## src/rtl/video_timing_gen.sv

```systemverilog
// Raster timing generator for the pixel-clock domain.
// Emits signed beam position (blanking first, active area at x>=0, y>=0), line/frame strobes,
// sync and data enable, all registered and aligned to the same pixel.
// Optional feature: define VIDEO_TIMING_FRAME_CNT_EN to add a 16-bit wrapping frame counter
// output (o_frame_cnt) that steps together with o_frame.
module video_timing_gen #(
   parameter int P_H_RES       = 640,
   parameter int P_H_FP        = 16,
   parameter int P_H_SYNC      = 96,
   parameter int P_H_BP        = 48,
   parameter int P_V_RES       = 480,
   parameter int P_V_FP        = 10,
   parameter int P_V_SYNC      = 2,
   parameter int P_V_BP        = 33,
   parameter bit P_H_POL       = 1'b0,
   parameter bit P_V_POL       = 1'b0,
   parameter int P_COUNT_WIDTH = 16
) (
   input  logic                            i_clk_pixel,
   input  logic                            i_rst_n,
   input  logic                            i_en,
   output logic signed [P_COUNT_WIDTH-1:0] o_x_pos,
   output logic signed [P_COUNT_WIDTH-1:0] o_y_pos,
   output logic                            o_line,
   output logic                            o_frame,
   output logic                            o_hsync,
   output logic                            o_vsync,
   output logic                            o_de
`ifdef VIDEO_TIMING_FRAME_CNT_EN
   ,
   output logic [15:0]                     o_frame_cnt
`endif
);

   // Raster extents in plain integers; blanking sits at negative coordinates.
   localparam int H_START    = -(P_H_FP + P_H_SYNC + P_H_BP);
   localparam int H_END      = P_H_RES - 1;
   localparam int H_SYNC_BEG = H_START + P_H_FP;
   localparam int H_SYNC_END = H_SYNC_BEG + P_H_SYNC;
   localparam int V_START    = -(P_V_FP + P_V_SYNC + P_V_BP);
   localparam int V_END      = P_V_RES - 1;
   localparam int V_SYNC_BEG = V_START + P_V_FP;
   localparam int V_SYNC_END = V_SYNC_BEG + P_V_SYNC;

   // Representable signed range of the position registers.
   localparam longint CNT_MIN = -(64'sd1 <<< (P_COUNT_WIDTH - 1));
   localparam longint CNT_MAX = (64'sd1 <<< (P_COUNT_WIDTH - 1)) - 64'sd1;

   if (longint'(H_START) < CNT_MIN || longint'(H_END) > CNT_MAX ||
       longint'(V_START) < CNT_MIN || longint'(V_END) > CNT_MAX) begin : g_width_err
      $error("video_timing_gen: P_COUNT_WIDTH=%0d too narrow for raster extents",
             P_COUNT_WIDTH);
   end

   typedef logic signed [P_COUNT_WIDTH-1:0] pos_t;

   localparam pos_t H_START_C    = pos_t'(H_START);
   localparam pos_t H_END_C      = pos_t'(H_END);
   localparam pos_t H_SYNC_BEG_C = pos_t'(H_SYNC_BEG);
   localparam pos_t H_SYNC_END_C = pos_t'(H_SYNC_END);
   localparam pos_t V_START_C    = pos_t'(V_START);
   localparam pos_t V_END_C      = pos_t'(V_END);
   localparam pos_t V_SYNC_BEG_C = pos_t'(V_SYNC_BEG);
   localparam pos_t V_SYNC_END_C = pos_t'(V_SYNC_END);
   localparam pos_t ONE_C        = pos_t'(1);

   pos_t x_q, x_d;
   pos_t y_q, y_d;
   logic line_q, line_d;
   logic frame_q, frame_d;
   logic hsync_q, hsync_d;
   logic vsync_q, vsync_d;
   logic de_q, de_d;
   logic h_act, v_act;

   // Next beam position: advance one pixel per enabled cycle, wrapping line and frame.
   always_comb begin
      x_d = x_q;
      y_d = y_q;
      if (i_en) begin
         if (x_q == H_END_C) begin
            x_d = H_START_C;
            y_d = (y_q == V_END_C) ? V_START_C : y_q + ONE_C;
         end else begin
            x_d = x_q + ONE_C;
         end
      end
   end

   // Flags are derived from the next position so they register alongside it.
   // Levels hold while disabled; this also keeps o_de low at the reset position.
   always_comb begin
      h_act   = (x_d >= H_SYNC_BEG_C) && (x_d < H_SYNC_END_C);
      v_act   = (y_d >= V_SYNC_BEG_C) && (y_d < V_SYNC_END_C);
      line_d  = i_en && (x_d == H_START_C);
      frame_d = line_d && (y_d == V_START_C);
      hsync_d = hsync_q;
      vsync_d = vsync_q;
      de_d    = de_q;
      if (i_en) begin
         hsync_d = h_act ? P_H_POL : ~P_H_POL;
         vsync_d = v_act ? P_V_POL : ~P_V_POL;
         de_d    = !x_d[P_COUNT_WIDTH-1] && !y_d[P_COUNT_WIDTH-1];
      end
   end

   // Position and flag registers; reset parks the beam at the last active pixel.
   always_ff @(posedge i_clk_pixel or negedge i_rst_n) begin
      if (!i_rst_n) begin
         x_q     <= H_END_C;
         y_q     <= V_END_C;
         line_q  <= 1'b0;
         frame_q <= 1'b0;
         hsync_q <= ~P_H_POL;
         vsync_q <= ~P_V_POL;
         de_q    <= 1'b0;
      end else begin
         x_q     <= x_d;
         y_q     <= y_d;
         line_q  <= line_d;
         frame_q <= frame_d;
         hsync_q <= hsync_d;
         vsync_q <= vsync_d;
         de_q    <= de_d;
      end
   end

   assign o_x_pos = x_q;
   assign o_y_pos = y_q;
   assign o_line  = line_q;
   assign o_frame = frame_q;
   assign o_hsync = hsync_q;
   assign o_vsync = vsync_q;
   assign o_de    = de_q;

`ifdef VIDEO_TIMING_FRAME_CNT_EN
   logic [15:0] frame_cnt_q, frame_cnt_d;

   // Counter steps on the same edge that raises o_frame; natural 16-bit wrap.
   always_comb begin
      frame_cnt_d = frame_d ? frame_cnt_q + 16'd1 : frame_cnt_q;
   end

   // Frame counter register.
   always_ff @(posedge i_clk_pixel or negedge i_rst_n) begin
      if (!i_rst_n) begin
         frame_cnt_q <= 16'd0;
      end else begin
         frame_cnt_q <= frame_cnt_d;
      end
   end

   assign o_frame_cnt = frame_cnt_q;
`endif

endmodule

```

## config.mk

```make
export PLATFORM = sky130hd
export DESIGN_NAME = video_timing_gen
export DESIGN_NICKNAME = d
export VERILOG_FILES = /design/src/rtl/video_timing_gen.sv
export SDC_FILE = /design/constraint.sdc
export NUM_CORES = 1
export LEC_CHECK = 0
export CAP_MARGIN = 20
export CORE_MARGIN = 2
export CORE_UTILIZATION = 40
export CTS_CLUSTER_DIAMETER = 60
export CTS_CLUSTER_SIZE = 28
export DETAILED_ROUTE_END_ITERATION = 12
export HOLD_SLACK_MARGIN = 0.02
export SYNTH_ARGS = -nofsm -noshare
export SYNTH_HDL_FRONTEND = slang
export SYNTH_SLANG_ARGS = --single-unit
```

## constraint.sdc

```tcl
create_clock -name i_clk_pixel -period 3.15 [get_ports i_clk_pixel]
set_clock_uncertainty 0.05 [all_clocks]
set_input_delay 0.4725 -clock i_clk_pixel [delete_from_list [all_inputs] [get_ports i_clk_pixel]]
set_output_delay 0.4725 -clock i_clk_pixel [all_outputs]
set_load 0.005 [all_outputs]
```

==> flow_summary.toml, run 1 <==
[clock_tree]
cts_max_path_buffers = 2
cts_hold_buf = 0
cts_sinks = 37
cts-htree-levels = 2
cts_tree = "yes"
clk_pin_slew_ns = 0.07
ctsResizeCount = 0
clk_latency_ns = 0.28
cts_buffers = 5
cts-root-buf = "clkbuf_8"
cts_setup_buffers = 0

[floorplanning]
dieHeight_microns = 79.4
die_area_sq_mm = 0.00631
std_cell_rows = 27
start_util_pct = 41.3
ios = 40
die_x_microns = 79.4
core_area_sq_mm = 0.00551

[timing]
max_slew_margin_pct = 46.6
setup_tns_ns = 0
finalSetupViolCount = 0
worstMarginPinSlew_ns = 0.801
min_period_ns = 2.71
fin_crit_sh_pct = 86.0
report.final.hold_viol_count = 0
maxSlewViolCount = 0
fmax_mhz = 369
rsz0062_at_grt = "no"

[critical_path]
critical-path-slowest-cell = "dfstp_2"
max_stage_delay_ns = 0.58
cp_common_cell = "and4_1"
worstPathArrival_ns = 2.85
crit_path_start_kind = "flop"
crit_required_ns = 3.29
reg2reg_from = "o_x_pos[0]"
crit_type = "reg2reg"
end_kind = "flop"
reg2reg_depth = 8
path_cells = "ha_1 -> and4_1 -> and4_1 -> a41oi_2 -> a311o_1 -> nor4_1 -> nand4b_1 -> nor4_2"
path_max_fanout = 6
r2r-end = "o_frame"
ff2ff_setup_slack_ns = 0.44

[synthesis]
synthXorXnorAreaFrac_pct = 6.16
yosysWarnings = 0
synth_largest_area_cell = "dfrtp_1"
postSynthCellCount = 255
synthArstFlopShare_pct = 100
synth_top_area_share_pct = 20.9
synth_nets = 260
synth_cell_types = 53
synthMuxAreaShare_pct = 0.495
synth-seq-area-share_pct = 41.7
synth_area_leaders = "dfrtp_1 21%, dfstp_2 21%, nand2_1 4.1%"
syn_area_per_cell_sq_um = 8.93
ys_seq_elements = 37
synth_simple_gate_area_share_pct = 29.8
synth_fa_ha_area_share_pct = 1.10
synth_area_sq_mm = 0.00228
synth_compound_area_share_pct = 16.4
synthFlopType = "dfrtp_1"
synth_edf_count = 0
synth_top_family_by_area = "simple AND/OR/NAND/NOR gates"

[layout]
n_fill_cell = 533
antennaDiodeCount = 0
drive_above_1_share_pct = 15.2
final_common_cell = "clkdlybuf4s50_1"
final_nets = 307
final_area_sq_mm = 0.00288
final_cell_mix = "38 x clkdlybuf4s50_1, 25 x nand2_1, 25 x nor2_1, 19 x dfrtp_1, 18 x dfstp_2"
syn_to_final_growth_pct = 26.4

[power]
power_leakage_uw = 0.00113
peakVddDrop_mv = 0.449
total_power_uw = 1170
power_density_mw_per_mm2 = 406

[detailed_routing]
wire_per_inst_microns = 15.7
first_pass_iters = 4
vias = 2140
wirelength_microns = 5870
drc = 0
ant_nets = 0
initialDrtViolationCount = 123
via_per_inst = 5.71

[grt]
grt_pass1_wl_microns = 9700
grt-ovfl-total = 0
grt_pass1_vias = 1969
grtUsageTotal_pct = 19.5
grt_start_max_net_pins = 38
antenna_found_initial = 0

[placed_design]
place_area_sq_mm = 0.00279
io_buffers = 39
hpwlAfterDp_microns = 4410
gp_congestion = 0.838

[worst_hold_path]
hold_path.class = "in2async"

[run]
maxCapViolCount = 0

[status]
status = "finished, final reports clean"
[cell usage after synthesis (all sizes together), types with 2 or more instances]
cell type   n
and4bb      2
nand4      10
and4        6
nand2b      2
or3         2
o22a        3
inv        10
nor3        7
and3        5
o21ai       9
and2        2
xnor2       9
nand2      25
nand3      15
o31a        2
dfstp      18
nor4bb      2
o21a        2
a31oi      10
a22oi       2
clkbuf      5
o31ai       2
dfrtp      19
nor2       25
nor4        7
ha          2
buf         7
nor2b       3
a21oi      15
a211oi      2
nand4b      2
xor2        7
o22ai       3
[per-layer routing]
metal	global-route usage, %	vias to the layer above	wire, microns
li1	-	1044	-
met1	28.8	1031	2940
met2	29.1	61	2630
met3	3.96	4	259
met4	4.66	0	46
met5	0	-	0
[where the power goes]
| part | total (uW) | internal (uW) | switching (uW) |
|---|---|---|---|
| Combinational | 221 | 120 | 100 |
| Sequential | 614 | 546 | 67.9 |
| Clock | 333 | 178 | 154 |
[through the flow]
| stage | worst slack (ns) | std cells | hold WS (ns) | utilization [%] |
|---|---|---|---|---|
| floorplan | 0.600 | 255 | 0.127 | - |
| global placement | 0.205 | 367 | 0.496 | 50.6 |
| detailed placement | 0.150 | 367 | 0.494 | 50.6 |
| CTS | 0.446 | 375 | 0.255 | 52.2 |
| global route | 0.308 | 375 | 0.298 | 52.2 |
| finish | 0.439 | 375 | 0.230 | 52.2 |
[flip-flops by register name (all words and copies together), names as in the netlist]
signal / flops
o_hsync: 1
o_x_pos: 16
o_vsync: 1
o_de: 1
o_frame: 1
o_y_pos: 16
o_line: 1
[how the worst max path moves through the flow]
| stage | start | end | slack [ns] | depth (start not counted) |
|---|---|---|---|---|
| 6_report | o_x_pos[0] | o_frame | 0.44 | 8 |
| 5_1_grt | o_y_pos[0] | o_frame | 0.31 | 8 |
| 4_1_cts | i_en | o_frame | 0.45 | 8 |
| 3_5_place_dp | i_en | o_frame | 0.15 | 8 |
| 3_3_place_gp | i_en | o_frame | 0.21 | 8 |
| 2_1_floorplan | o_y_pos[0] | o_frame | 0.60 | 9 |
[cell type report]
type | instances | area, sq um | area share, %
repair buffers | 52 | 483 | 16.8
well taps | 72 | 90.1 | 3.13
multi-input cells | 196 | 1230 | 42.7
flip-flops and latches | 37 | 948 | 33.0
clock buffers | 8 | 90.1 | 3.13
inverters | 10 | 37.5 | 1.30
[worst max-delay path: cells and delay by family, from the launching register on]
family / cells / cell delay, ns
AND/OR/NAND/NOR: 5 / 1.27
flip-flops: 1 / 0.58
AO/OA/AOI/OAI: 2 / 0.51
adder cells (fa/ha/maj): 1 / 0.22
[kinds of logic after synthesis]
family	after synthesis
buffers and inverters	22
flip-flops	37
XOR/XNOR	16
multiplexers	1
adder cells (fa/ha/maj)	2
AO/OA/AOI/OAI	57
AND/OR/NAND/NOR	120
(Power assumes the default switching activity.)
==> run 2, diff against run 1 <==
--- a/config.mk
+++ b/config.mk
@@ -9,9 +9,9 @@
 export CORE_MARGIN = 2
 export CORE_UTILIZATION = 40
 export CTS_CLUSTER_DIAMETER = 60
-export CTS_CLUSTER_SIZE = 28
 export DETAILED_ROUTE_END_ITERATION = 12
 export HOLD_SLACK_MARGIN = 0.02
+export RECOVER_POWER = 50
 export SYNTH_ARGS = -nofsm -noshare
 export SYNTH_HDL_FRONTEND = slang
 export SYNTH_SLANG_ARGS = --single-unit
==> flow_summary.toml, run 2 (same netlist as run 1, synthesis figures left out) <==
[status]
status = "complete, but fails checks"
violations = "max-capacitance violations, max-slew violations"

[clock_tree]
clk_pin_slew_ns = 0.07
cts_tree = "yes"
cts_buffers = 5
cts-htree-levels = 2
clk_latency_ns = 0.28
cts_max_path_buffers = 2
cts_setup_buffers = 0
cts-root-buf = "clkbuf_8"
cts_sinks = 37
cts_hold_buf = 0
ctsResizeCount = 0

[floorplanning]
die_x_microns = 79.4
start_util_pct = 41.3
die_area_sq_mm = 0.00631
dieHeight_microns = 79.4
core_area_sq_mm = 0.00551
ios = 40
std_cell_rows = 27

[layout]
syn_to_final_growth_pct = 25.3
antennaDiodeCount = 0
final_nets = 307
final_common_cell = "clkdlybuf4s50_1"
n_fill_cell = 539
final_area_sq_mm = 0.00285
final_cell_mix = "26 x clkdlybuf4s50_1, 25 x nand2_1, 25 x nor2_1, 19 x dfrtp_1, 18 x dfstp_2"
drive_above_1_share_pct = 13.9

[critical_path]
critical-path-slowest-cell = "nor4_1"
crit_required_ns = 3.29
end_kind = "flop"
worstPathArrival_ns = 2.98
cp_common_cell = "nor4_1"
path_cells = "nor4_1 -> and4_1 -> a41oi_2 -> a311o_1 -> nor4_1 -> nand4b_1 -> nor4_2"
crit_path_start_kind = "flop"
max_stage_delay_ns = 0.61
path_max_fanout = 8
crit_type = "reg2reg"

[power]
power_density_mw_per_mm2 = 409
power_leakage_uw = 0.00116
peakVddDrop_mv = 0.448

[detailed_routing]
ant_nets = 0
initialDrtViolationCount = 144
via_per_inst = 5.68
drc = 0
first_pass_iters = 4
wirelength_microns = 5860
wire_per_inst_microns = 15.6
vias = 2130

[timing]
finalSetupViolCount = 0
fmax_mhz = 352
rsz0062_at_grt = "no"
maxSlewViolCount = 38
worstMarginPinSlew_ns = 1.90
fin_crit_sh_pct = 90.2
report.final.hold_viol_count = 0
setup_tns_ns = 0
hold_ws_ns = 0.506
min_period_ns = 2.84
max_slew_margin_pct = -26.7

[worst_hold_path]
hold_path.class = "reg2reg"

[grt]
grt_start_max_net_pins = 38
grt_pass1_vias = 1969
grtUsageTotal_pct = 19.5
grt-ovfl-total = 0
antenna_found_initial = 0
grt_pass1_wl_microns = 9700

[placed_design]
gp_congestion = 0.838
io_buffers = 39
place_area_sq_mm = 0.00279
hpwlAfterDp_microns = 4410

[run]
maxCapViolCount = 1
run 2: layout make-up:
type                            count  area, sq um  share of cell area [%]
Clock buffer                        8         90.1                    3.16
Inverter                           10         37.5                    1.32
Multi-Input combinational cell    196         1210                    42.3
Sequential cell                    37          948                    33.3
Tap cell                           72         90.1                    3.16
Timing Repair Buffer               52          478                    16.8
run 2: metal layers:
layer / vias up / global-route usage [%] / routed length [microns]
met5: - / 0 / 0
met4: 0 / 4.66 / 46
met3: 4 / 3.96 / 245
met2: 57 / 29.1 / 2650
met1: 1031 / 28.8 / 2920
li1: 1038 / - / -
run 2: critical path: cells and delay by family, from the launching register on:
family	cells	cell delay, ns
flops	1	0.47
compound gates	2	0.51
simple gates	5	1.71
run 2: final timing paths:
path                            cells past startpoint     endpoint  slack (ns)        start
worst max-delay path                                7      o_frame        0.31  o_x_pos[10]
worst min-delay path                                1      o_vsync        0.51      o_vsync
worst min register to register                      1      o_vsync        0.51      o_vsync
max in group asynchronous                           1  o_y_pos[12]        1.30      i_rst_n
worst max register to register                      7      o_frame        0.31  o_x_pos[10]
min in group asynchronous                           1   o_x_pos[7]        0.66      i_rst_n
run 2: through the flow:
| step | instances | power [uW] | setup slack, ns | util, % |
|---|---|---|---|---|
| after floorplan | 255 | 715 | 0.600 | - |
| after detailed placement | 367 | 839 | 0.150 | 50.6 |
| after CTS | 375 | 1180 | 0.446 | 52.2 |
| after global routing | 375 | 1230 | 0.173 | 51.8 |
| final | 375 | 1170 | 0.310 | 51.8 |
| after global placement | 367 | 840 | 0.205 | 50.6 |
run 2: power by group:
| group | internal (uW) | total (uW) | switching [uW] |
|---|---|---|---|
| Clock | 178 | 334 | 156 |
| Combinational | 119 | 218 | 98.9 |
| Sequential | 546 | 613 | 67.1 |
| Total | 844 | 1170 | 322 |
==> run 3, diff against run 2 <==
--- a/config.mk
+++ b/config.mk
@@ -9,9 +9,11 @@
 export CORE_MARGIN = 2
 export CORE_UTILIZATION = 40
 export CTS_CLUSTER_DIAMETER = 60
+export CTS_CLUSTER_SIZE = 30
 export DETAILED_ROUTE_END_ITERATION = 12
 export HOLD_SLACK_MARGIN = 0.02
 export RECOVER_POWER = 50
 export SYNTH_ARGS = -nofsm -noshare
 export SYNTH_HDL_FRONTEND = slang
 export SYNTH_SLANG_ARGS = --single-unit
+export TNS_END_PERCENT = 100
==> results of run 3 <==
The final DEF is identical to that of run 2; final timing and power are the same.
